==> config.mk <==
export PLATFORM = sky130hd
export DESIGN_NAME = cam_pattern_src
export DESIGN_NICKNAME = d
export VERILOG_FILES = /design/src/rtl/cam_if_pkg.sv /design/src/rtl/cam_pattern_rgb444.sv /design/src/rtl/cam_pattern_src.sv
export SDC_FILE = /design/constraint.sdc
export NUM_CORES = 1
export LEC_CHECK = 0
export ABC_AREA = 1
export BUFFER_PORTS_ARGS = -buffer_cell sky130_fd_sc_hd__buf_2
export CAP_MARGIN = 20
export CORE_MARGIN = 2
export CORE_UTILIZATION = 30
export DETAILED_ROUTE_END_ITERATION = 16
export GPL_TIMING_DRIVEN = 0
export PLACE_DENSITY = 0.52
export RECOVER_POWER = 100
export SLEW_MARGIN = 40
export SYNTH_ARGS = -nofsm -noshare
export SYNTH_HDL_FRONTEND = slang
export SYNTH_HIERARCHICAL = 1
export SYNTH_SLANG_ARGS = --single-unit
==> constraint.sdc <==
create_clock -name clk -period 3.8 [get_ports clk]
set_input_delay 0.38 -clock clk [delete_from_list [all_inputs] [get_ports clk]]
set_output_delay 0.38 -clock clk [all_outputs]
set_load 0.02 [all_outputs]
==> src/rtl/cam_if_pkg.sv <==
// Shared definitions for the camera pattern source.
// Holds geometry defaults, RGB444 colour constants, pattern modes and FSM states.
package cam_if_pkg;

  localparam int DEF_TAM_LINE       = 320;
  localparam int DEF_TAM_ROW        = 120;
  localparam int DEF_BLACK_TAM_LINE = 4;
  localparam int DEF_BLACK_TAM_ROW  = 4;

  localparam logic [11:0] RGB_BLUE  = 12'h00F;
  localparam logic [11:0] RGB_GREEN = 12'h0F0;
  localparam logic [11:0] RGB_PINK  = 12'hF0F;

  typedef enum logic [1:0] {
    MODE_SOLID    = 2'd0,
    MODE_BARS     = 2'd1,
    MODE_CHECKER  = 2'd2,
    MODE_GRADIENT = 2'd3
  } cam_mode_e;

  typedef enum logic {
    ST_IDLE = 1'b0,
    ST_RUN  = 1'b1
  } cam_state_e;

  // Split an RGB444 pixel into its wire byte: even byte carries R, odd byte carries G and B.
  function automatic logic [7:0] rgb444_byte(input logic [11:0] p, input logic odd);
    return odd ? p[7:0] : {4'h0, p[11:8]};
  endfunction

endpackage

==> src/rtl/cam_pattern_rgb444.sv <==
// Test-pattern generator: maps pixel coordinates and the latched frame settings
// to one RGB444 pixel. Purely combinational; only the low coordinate bits matter.
module cam_pattern_rgb444
  import cam_if_pkg::*;
(
  input  cam_mode_e   mode_i,
  input  logic [11:0] color_i,
  input  logic [3:0]  x_i,
  input  logic [3:0]  y_i,
  input  logic [3:0]  frame_cnt_i,
  output logic [11:0] pix_o
);

  // Pattern lookup for the selected mode
  always_comb begin
    pix_o = color_i;
    case (mode_i)
      MODE_SOLID:    pix_o = color_i;
      MODE_BARS:     pix_o = x_i[1] ? RGB_GREEN : RGB_BLUE;
      MODE_CHECKER:  pix_o = (x_i[3] ^ y_i[3]) ? RGB_PINK : RGB_GREEN;
      MODE_GRADIENT: pix_o = {x_i, y_i, frame_cnt_i};
      default:       pix_o = color_i;
    endcase
  end

endmodule

==> src/rtl/cam_pattern_src.sv <==
// OV7670-style camera transmitter emulating the sensor side of the capture port.
// A clk divider makes CAM_pclk; every CAM_* sync/data register changes only on the
// falling pclk edge so the receiver (sampling on the rising edge) gets half a pclk
// of setup and hold.
//
//   state   | meaning
//   --------+-----------------------------------------------------------
//   ST_IDLE | no frame; vsync=1, href=0, data=0; waits for en on a pclk fall
//   ST_RUN  | streaming one byte per pclk; frames run to completion
module cam_pattern_src
  import cam_if_pkg::*;
#(
  parameter int PCLK_DIV       = 4,
  parameter int TAM_LINE       = DEF_TAM_LINE,
  parameter int TAM_ROW        = DEF_TAM_ROW,
  parameter int BLACK_TAM_LINE = DEF_BLACK_TAM_LINE,
  parameter int BLACK_TAM_ROW  = DEF_BLACK_TAM_ROW
) (
  input  logic        clk,
  input  logic        rst,
  input  logic        en,
  input  logic [1:0]  mode,
  input  logic [11:0] color,
  output logic        CAM_pclk,
  output logic        CAM_vsync,
  output logic        CAM_href,
  output logic [7:0]  CAM_px_data,
  output logic        frame_start,
  output logic        busy
);

  localparam int COL_MAX = TAM_LINE + BLACK_TAM_LINE - 1;
  localparam int ROW_MAX = TAM_ROW + BLACK_TAM_ROW - 1;
  localparam int COL_W   = $clog2(COL_MAX + 1);
  localparam int ROW_W   = $clog2(ROW_MAX + 1);
  localparam int DIV_W   = $clog2(PCLK_DIV);
  localparam int HALF    = PCLK_DIV / 2;

  if (PCLK_DIV < 2 || (PCLK_DIV % 2) != 0) begin : g_bad_div
    $error("cam_pattern_src: PCLK_DIV must be even and >= 2");
  end
  if ((BLACK_TAM_ROW % 2) != 0) begin : g_bad_brow
    $error("cam_pattern_src: BLACK_TAM_ROW must be even");
  end
  // Pattern lookup reads col[4:1] and row[3:0] directly.
  if (COL_W < 5 || ROW_W < 4) begin : g_bad_geom
    $error("cam_pattern_src: frame too small for pattern coordinates");
  end

  logic [DIV_W-1:0] div_q, div_d;
  logic             pclk_q, pclk_d;
  logic             fall_stb;

  cam_state_e       state_q, state_d;
  logic [COL_W-1:0] col_q, col_d;
  logic [ROW_W-1:0] row_q, row_d;
  cam_mode_e        mode_q, mode_d;
  logic [11:0]      color_q, color_d;
  logic [3:0]       fcnt_q, fcnt_d;
  logic             start;

  logic             vsync_q, vsync_d;
  logic             href_q, href_d;
  logic [7:0]       data_q, data_d;
  logic             fs_q, fs_d;

  logic [3:0]       x_lo, y_lo;
  logic [11:0]      pix;

  // Pixel clock divider: high for the upper half of the count, falls on wrap
  always_comb begin
    fall_stb = (div_q == DIV_W'(PCLK_DIV - 1));
    div_d    = fall_stb ? '0 : div_q + 1'b1;
    pclk_d   = (div_d >= DIV_W'(HALF));
  end

  // Divider registers
  always_ff @(posedge clk or negedge rst) begin
    if (!rst) begin
      div_q  <= '0;
      pclk_q <= 1'b0;
    end else begin
      div_q  <= div_d;
      pclk_q <= pclk_d;
    end
  end

  // Next state, byte position and per-frame latches; all advance on the pclk fall
  always_comb begin
    state_d = state_q;
    col_d   = col_q;
    row_d   = row_q;
    mode_d  = mode_q;
    color_d = color_q;
    fcnt_d  = fcnt_q;
    start   = 1'b0;
    if (fall_stb) begin
      case (state_q)
        ST_IDLE: begin
          if (en) begin
            state_d = ST_RUN;
            col_d   = '0;
            row_d   = '0;
            start   = 1'b1;
          end
        end
        ST_RUN: begin
          if (col_q == COL_W'(COL_MAX)) begin
            col_d = '0;
            if (row_q == ROW_W'(ROW_MAX)) begin
              row_d  = '0;
              fcnt_d = fcnt_q + 4'd1;
              if (en) start = 1'b1;
              else    state_d = ST_IDLE;
            end else begin
              row_d = row_q + 1'b1;
            end
          end else begin
            col_d = col_q + 1'b1;
          end
        end
        default: state_d = ST_IDLE;
      endcase
    end
    if (start) begin
      mode_d  = cam_mode_e'(mode);
      color_d = color;
    end
  end

  // Coordinates of the byte about to be issued; y wraps mod 16, only low bits are used
  assign x_lo = col_d[4:1];
  assign y_lo = row_d[3:0] - 4'(BLACK_TAM_ROW);

  cam_pattern_rgb444 u_pattern (
    .mode_i      (mode_d),
    .color_i     (color_d),
    .x_i         (x_lo),
    .y_i         (y_lo),
    .frame_cnt_i (fcnt_d),
    .pix_o       (pix)
  );

  // Output byte for the upcoming position, loaded only on the pclk fall
  always_comb begin
    vsync_d = vsync_q;
    href_d  = href_q;
    data_d  = data_q;
    fs_d    = start;
    if (fall_stb) begin
      vsync_d = 1'b1;
      href_d  = 1'b0;
      data_d  = 8'h00;
      if (state_d == ST_RUN) begin
        vsync_d = (row_d < ROW_W'(BLACK_TAM_ROW / 2));
        href_d  = (row_d >= ROW_W'(BLACK_TAM_ROW)) && (col_d < COL_W'(TAM_LINE));
        data_d  = href_d ? rgb444_byte(pix, col_d[0]) : 8'h00;
      end
    end
  end

  // FSM, counters, latches and output registers
  always_ff @(posedge clk or negedge rst) begin
    if (!rst) begin
      state_q <= ST_IDLE;
      col_q   <= '0;
      row_q   <= '0;
      mode_q  <= MODE_SOLID;
      color_q <= 12'h000;
      fcnt_q  <= 4'd0;
      vsync_q <= 1'b1;
      href_q  <= 1'b0;
      data_q  <= 8'h00;
      fs_q    <= 1'b0;
    end else begin
      state_q <= state_d;
      col_q   <= col_d;
      row_q   <= row_d;
      mode_q  <= mode_d;
      color_q <= color_d;
      fcnt_q  <= fcnt_d;
      vsync_q <= vsync_d;
      href_q  <= href_d;
      data_q  <= data_d;
      fs_q    <= fs_d;
    end
  end

  assign CAM_pclk    = pclk_q;
  assign CAM_vsync   = vsync_q;
  assign CAM_href    = href_q;
  assign CAM_px_data = data_q;
  assign frame_start = fs_q;
  assign busy        = (state_q == ST_RUN);

endmodule
# ---- Word level (Yosys, flattened, before mapping)
# Cells that the tools add are included.
# W data, S select, Z words.
dict set report word_totals {
  in_bits 17
  reg_bits 49
  output_inout_bits 13
}
dict set report op_classes {
  reduce_logical 2
  order_cmp 4
  add_sub_neg 5
  n_eq_ne 6
  mux 33
  n_bitwise 2
}
# cell n
set ops {}
lappend ops {{$pmux W12 S4} 1}
lappend ops {{$mux W8} 4}
lappend ops {{$mux W7} 4}
lappend ops {{$mux W9} 3}
lappend ops {{$mux W12} 2}
lappend ops {{$pmux W9 S2} 1}
lappend ops {{$mux W4} 4}
lappend ops {{$pmux W7 S2} 1}
lappend ops {{$add A9 B1 Y9 const B} 1}
lappend ops {{$eq A9 B9 Y1 const B} 1}
lappend ops {{$lt A9 B9 Y1 const B} 1}
lappend ops {{$mux W1} 9}
lappend ops {{$add A7 B1 Y7 const B} 1}
lappend ops {{$eq A7 B7 Y1 const B} 1}
lappend ops {{$ge A7 B3 Y1 const B} 1}
lappend ops {{$lt A7 B2 Y1 const B} 1}
lappend ops {{$eq A2 B2 Y1 const B} 3}
lappend ops {{$add A4 B1 Y4 const B} 1}
lappend ops {{$mux W2} 2}
lappend ops {{$pmux W1 S2} 2}
lappend ops {{$sub A4 B3 Y4 const B} 1}
lappend ops {{$add A2 B1 Y2 const B} 1}
lappend ops {{$eq A2 B1 Y1 const B} 1}
lappend ops {{$ge A2 B2 Y1 const B} 1}
lappend ops {{4 further kinds} 4}

# ---- Depth between registers and ports, before layout
dict set report logic_depth {
  ltp_word 12
  mapped_depth 21
}

# ---- Hierarchy
# Netlist, hierarchy kept.
# mod seq_area_each_um2 area_per_inst_um2 cells_each instances
set by_module_without_submodules {}
lappend by_module_without_submodules {cam_pattern_src 1202.4 2578.7 300 1}
lappend by_module_without_submodules {cam_pattern_rgb444 0.0 269.0 60 1}

# ---- Worst setup path before layout
# Ideal clock, no wire load.
dict set report synth_timing {
  path_type {reg2reg}
  startpoint {register col_q[0]}
  endpoint {register data_q[6], in the netlist CAM_px_data[6]}
  path_stages_with_launch 21
  arrival_ns 2.412
  required_ns 3.734
  synth_period_minus_slack_ns 2.478
  path_buffers 3
  setup_slack_ns 1.322
  cell_sequence {dfrtp_1 ha_1 inv_2 nor2_2 nand2_2 nor2_8 nand2_4 a21oi_4 inv_2 clkbuf_1 nand2_1 nand2_1 buf_2 nor2_2 buf_4 nand2_1 nand4_1 inv_1 nor2_1 nand4_1 nand2_1}
}
dict set report synth_via {
  word_cells_on_any_way 32
}
# element line_no
set synth_rtl {}
lappend synth_rtl {{from (decl)} cam_pattern_src.sv:55} ;# logic [COL_W-1:0] col_q, col_d;
lappend synth_rtl {{from (signal assigned)} cam_pattern_src.sv:177} ;# col_q <= col_d;
lappend synth_rtl {{$eq A9 B9 Y1 *} cam_pattern_src.sv:108} ;# if (col_q == COL_W'(COL_MAX)) begin
lappend synth_rtl {{$mux W1 *} cam_pattern_src.sv:108}
lappend synth_rtl {{$pmux W1 S2 *} cam_pattern_src.sv:98} ;# case (state_q)
lappend synth_rtl {{$mux W1 *} cam_pattern_src.sv:97} ;# if (fall_stb) begin
lappend synth_rtl {{$mux W2 *} cam_pattern_src.sv:125} ;# if (start) begin
lappend synth_rtl {{named net mode_d[0]} cam_pattern_src.sv:57} ;# cam_mode_e mode_q, mode_d;
lappend synth_rtl {{$eq A2 B2 Y1 (tied with other cells)} cam_pattern_rgb444.sv:17} ;# case (mode_i)
lappend synth_rtl {{$pmux W12 S4 *} cam_pattern_rgb444.sv:17}
lappend synth_rtl {{named net pix[6]} cam_pattern_src.sv:68} ;# logic [11:0] pix;
lappend synth_rtl {{$mux W8 *} cam_if_pkg.sv:28} ;# return odd ? p[7:0] : {4'h0, p[11:8]};
lappend synth_rtl {{$mux W8 *} cam_pattern_src.sv:157} ;# data_d = href_d ? rgb444_byte(pix, col_d[0]) : 8'h00;
lappend synth_rtl {{$mux W8 *} cam_pattern_src.sv:154} ;# if (state_d == ST_RUN) begin
lappend synth_rtl {{to (signal assigned)} cam_pattern_src.sv:184} ;# data_q <= data_d;
lappend synth_rtl {{to (decl)} cam_pattern_src.sv:64} ;# logic [7:0] data_q, data_d;
# Mark *: on every way through the listed nets, which the timed path passes. The rest lies on a longest branch.
# A chain may end at the register's enable or synchronous reset.

# ---- Worst setup path after layout
# Same ends and word-level chain as after synthesis.

==> flow_summary.yaml <==
cells_and_area:
  fin_nets: 417
  syn_to_final_growth_pct: 10.4
  layout_common_cells: "nand2_1 (128), dfrtp_1 (47), inv_1 (39)"
  n_antenna_cell: 0
  final_common_cell: "nand2_1"
  fill_cells: 1031
  drive_gt1_share_pct: 14.9
  register_area_mm2: 0.00120
  multi_input_area_mm2: 0.00133
global_route:
  gr-usage-met2_pct: 23.5
  grt-ovfl-total: 0
  grt_pass1_vias: 2279
  grt_use_met1_pct: 17.2
  grt_first_pass_wirelength_mm: 10.9
  groute.usage.overall_pct: 13.3
  grt_max_degree: 49
  top_usage_layer: "met2"
  antenna_found_initial: 0
  grt_util_met3_pct: 2.07
run:
  max-cap-violations: 1
power:
  p_clk_share_pct: 37.4
  finalPower_mw: 0.843
  p_per_area_mw_per_mm2: 268
  p_leak_nw: 1.68
  power.internal_mw: 0.665
  power_frac_seq_pct: 60.6
  power_switching_mw: 0.178
  p_comb_share_pct: 2.0
  ir_drop_mv: 0.140
  p_sw_share_pct: 21.1
cts:
  insertion_delay_ps: 300
  post_cts_buffers: 0
  root_buffer: "clkbuf_8"
  clk_pin_slew_ps: 80
  h-tree-depth: 2
  clock_path_buffers: 2
  cts_made_buffers: 5
  cts_sinks: 48
  cts-hold-fix-buffers: 0
  cts_resized: 0
  cts_tree: "done"
routing:
  remaining_drc_errors: 0
  via_per_inst: 4.45
  drt_iter0_markers: 87
  route.antenna.remaining_nets: 0
  drt-total-wl_mm: 6.38
  num_vias: 2343
  first_pass_iters: 4
  routedWlPerCell_um: 12.1
die:
  dieWidth_um: 101
  coreArea_mm2: 0.00924
  die_y_um: 101
  placementRows: 35
  design.portCount: 30
  die_area_mm2: 0.0103
  start_util_pct: 30.8
logic_synthesis:
  syn_area_per_cell_um2: 7.91
  synth-edff-count: 0
  yosys_warnings: 6
  synth_area_leaders: "dfrtp_1 (41%), nand2_1 (16%), nand3_1 (5.6%)"
  ys_ff_latch: 48
  synth_ff_type: "dfrtp_1"
  synth_top_area_share_pct: 41.3
  yosysUniqueCellTypes: 39
  syn_inst: 360
  syn_nets: 381
  yosysTopAreaCell: "dfrtp_1"
  synth-seq-area-share_pct: 42.2
  synthArstFlopShare_pct: 100
  synthesis.area_mm2: 0.00285
hold_path:
  holdCritPathClass: "primary input to flop"
  worstHoldStart: "color[9]"
  whs_endpoint: "color_q[9]"
  hold_depth: 3
sta:
  hold_ws_ps: 312
  setup_ws_ps: 638
  fmax_mhz: 316
  min_period_ps: 3160
  period_share_pct: 83.2
  slew_viol_final: 49
  finalSetupTns_ps: 0
  rsz0062_at_grt: "no"
  slew_headroom_pct: -74.9
  final-setup-viol-count: 0
  finalHoldViolCount: 0
  fin_skew_ps: 6.86
  worst_pin_slew_ps: 2620
setup_path:
  rrSetupSlack_ps: 640
  start_kind: "flop"
  reg2reg_from: "col_q[0]"
  endpoint_kind: "flop"
  crit_arrival_ps: 3400
  r2r_cells: 20
  r2r_end: "CAM_px_data[6]"
  crit_start: "col_q[0]"
  cp.required_ps: 4030
  worstSetupPathType: "flop to flop"
  worstPathMaxFanout: 10
placement:
  hpwl_mm: 4.94
  gp_congestion: 0.829
  port_buffers: 29
  preCtsSetupSlack_ps: 833
status:
  status: "finished with violations"
  violations: "max-capacitance violations, max-slew violations"
## critical path: stages, from the launching register on
cell and delay [ps]:
dfrtp_1 390, ha_1 240, inv_2 40, nor2_1 130, nand2_1 150, nor2_8 180, nand2_1 150, a21oi_4 240
inv_1 130, clkbuf_1 240, nand2_1 110, nand2_1 70, buf_2 180, nor2_2 150, buf_4 180, nand2_1 70
nand4_1 100, inv_1 50, nor2_1 90, nand4_1 120, nand2_1 90
## how the worst max path moves through the flow
stage                     slack, ps             end  cells after the start
final                           640  CAM_px_data[6]                     20
after global routing            240  CAM_px_data[6]                     20
after CTS                       780  CAM_px_data[6]                     20
after detailed placement        830  CAM_px_data[4]                     20
after global placement          830  CAM_px_data[4]                     20
after floorplan                1320  CAM_px_data[6]                     20
## cell families after synthesis
kind of cell / synth area share (%)
AOI/OAI and AO/OA: 6.24
xor gates and xnor gates: 2.15
adders and majority gates: 1.76
buffers and inverters: 8.04
DFF: 42.2
and+or+nand+nor: 39.6
## cells in the mapped netlist, types with 3 or more instances
cell / count
dfrtp_1: 47
nand2_1: 125
xor2_1: 5
inv_1: 37
ha_1: 4
o22ai_1: 5
nor2_2: 5
nor2_4: 5
nor2_1: 19
nor2_8: 3
nand2_2: 6
nand3_1: 32
nand2_4: 7
inv_2: 8
a21oi_2: 3
nand4_1: 16
o21ai_0: 3
## power groups by stage
stage / sequential [mW] / clock (mW) / combinational, mW
detailed placement: 0.520 / 0 / 0.0188
global route: 0.511 / 0.352 / 0.0205
global placement: 0.520 / 0 / 0.0183
finish: 0.510 / 0.315 / 0.0171
floorplan: 0.521 / 0 / 0.00000118
CTS: 0.510 / 0.331 / 0.0188
## metal layers
| metal | up-vias | wire length [µm] |
|---|---|---|
| met2 | 44 | 3100 |
| met1 | 1071 | 3040 |
| met3 | 9 | 189 |
| met5 | - | 0 |
| met4 | 0 | 53 |
| li1 | 1219 | - |
## flip-flops by register name, summed over array words and instances, names as in the netlist
name,cells
div_q,2
CAM_px_data,8
mode_q,2
busy,1
color_q,12
frame_start,1
col_q,9
row_q,7
CAM_href,1
fcnt_q,4
CAM_vsync,1
## per-stage QoR
step | cells | util (%) | instance area, µm²
after floorplan | 360 | - | 2850
after global placement | 518 | 34.1 | 3150
after detailed placement | 518 | 34.2 | 3160
after CTS | 526 | 35.1 | 3250
after global routing | 526 | 34.0 | 3140
final | 526 | 34.0 | 3140
## final cells by class
type	count	share of cell area, %
multi-input combinational	257	42.4
sequential	48	38.3
inverter	51	6.61
tap	129	5.14
timing repair buffer	29	4.06
clock buffer	8	2.87
buffer	4	0.637
Power figures use the tool's default switching activity.
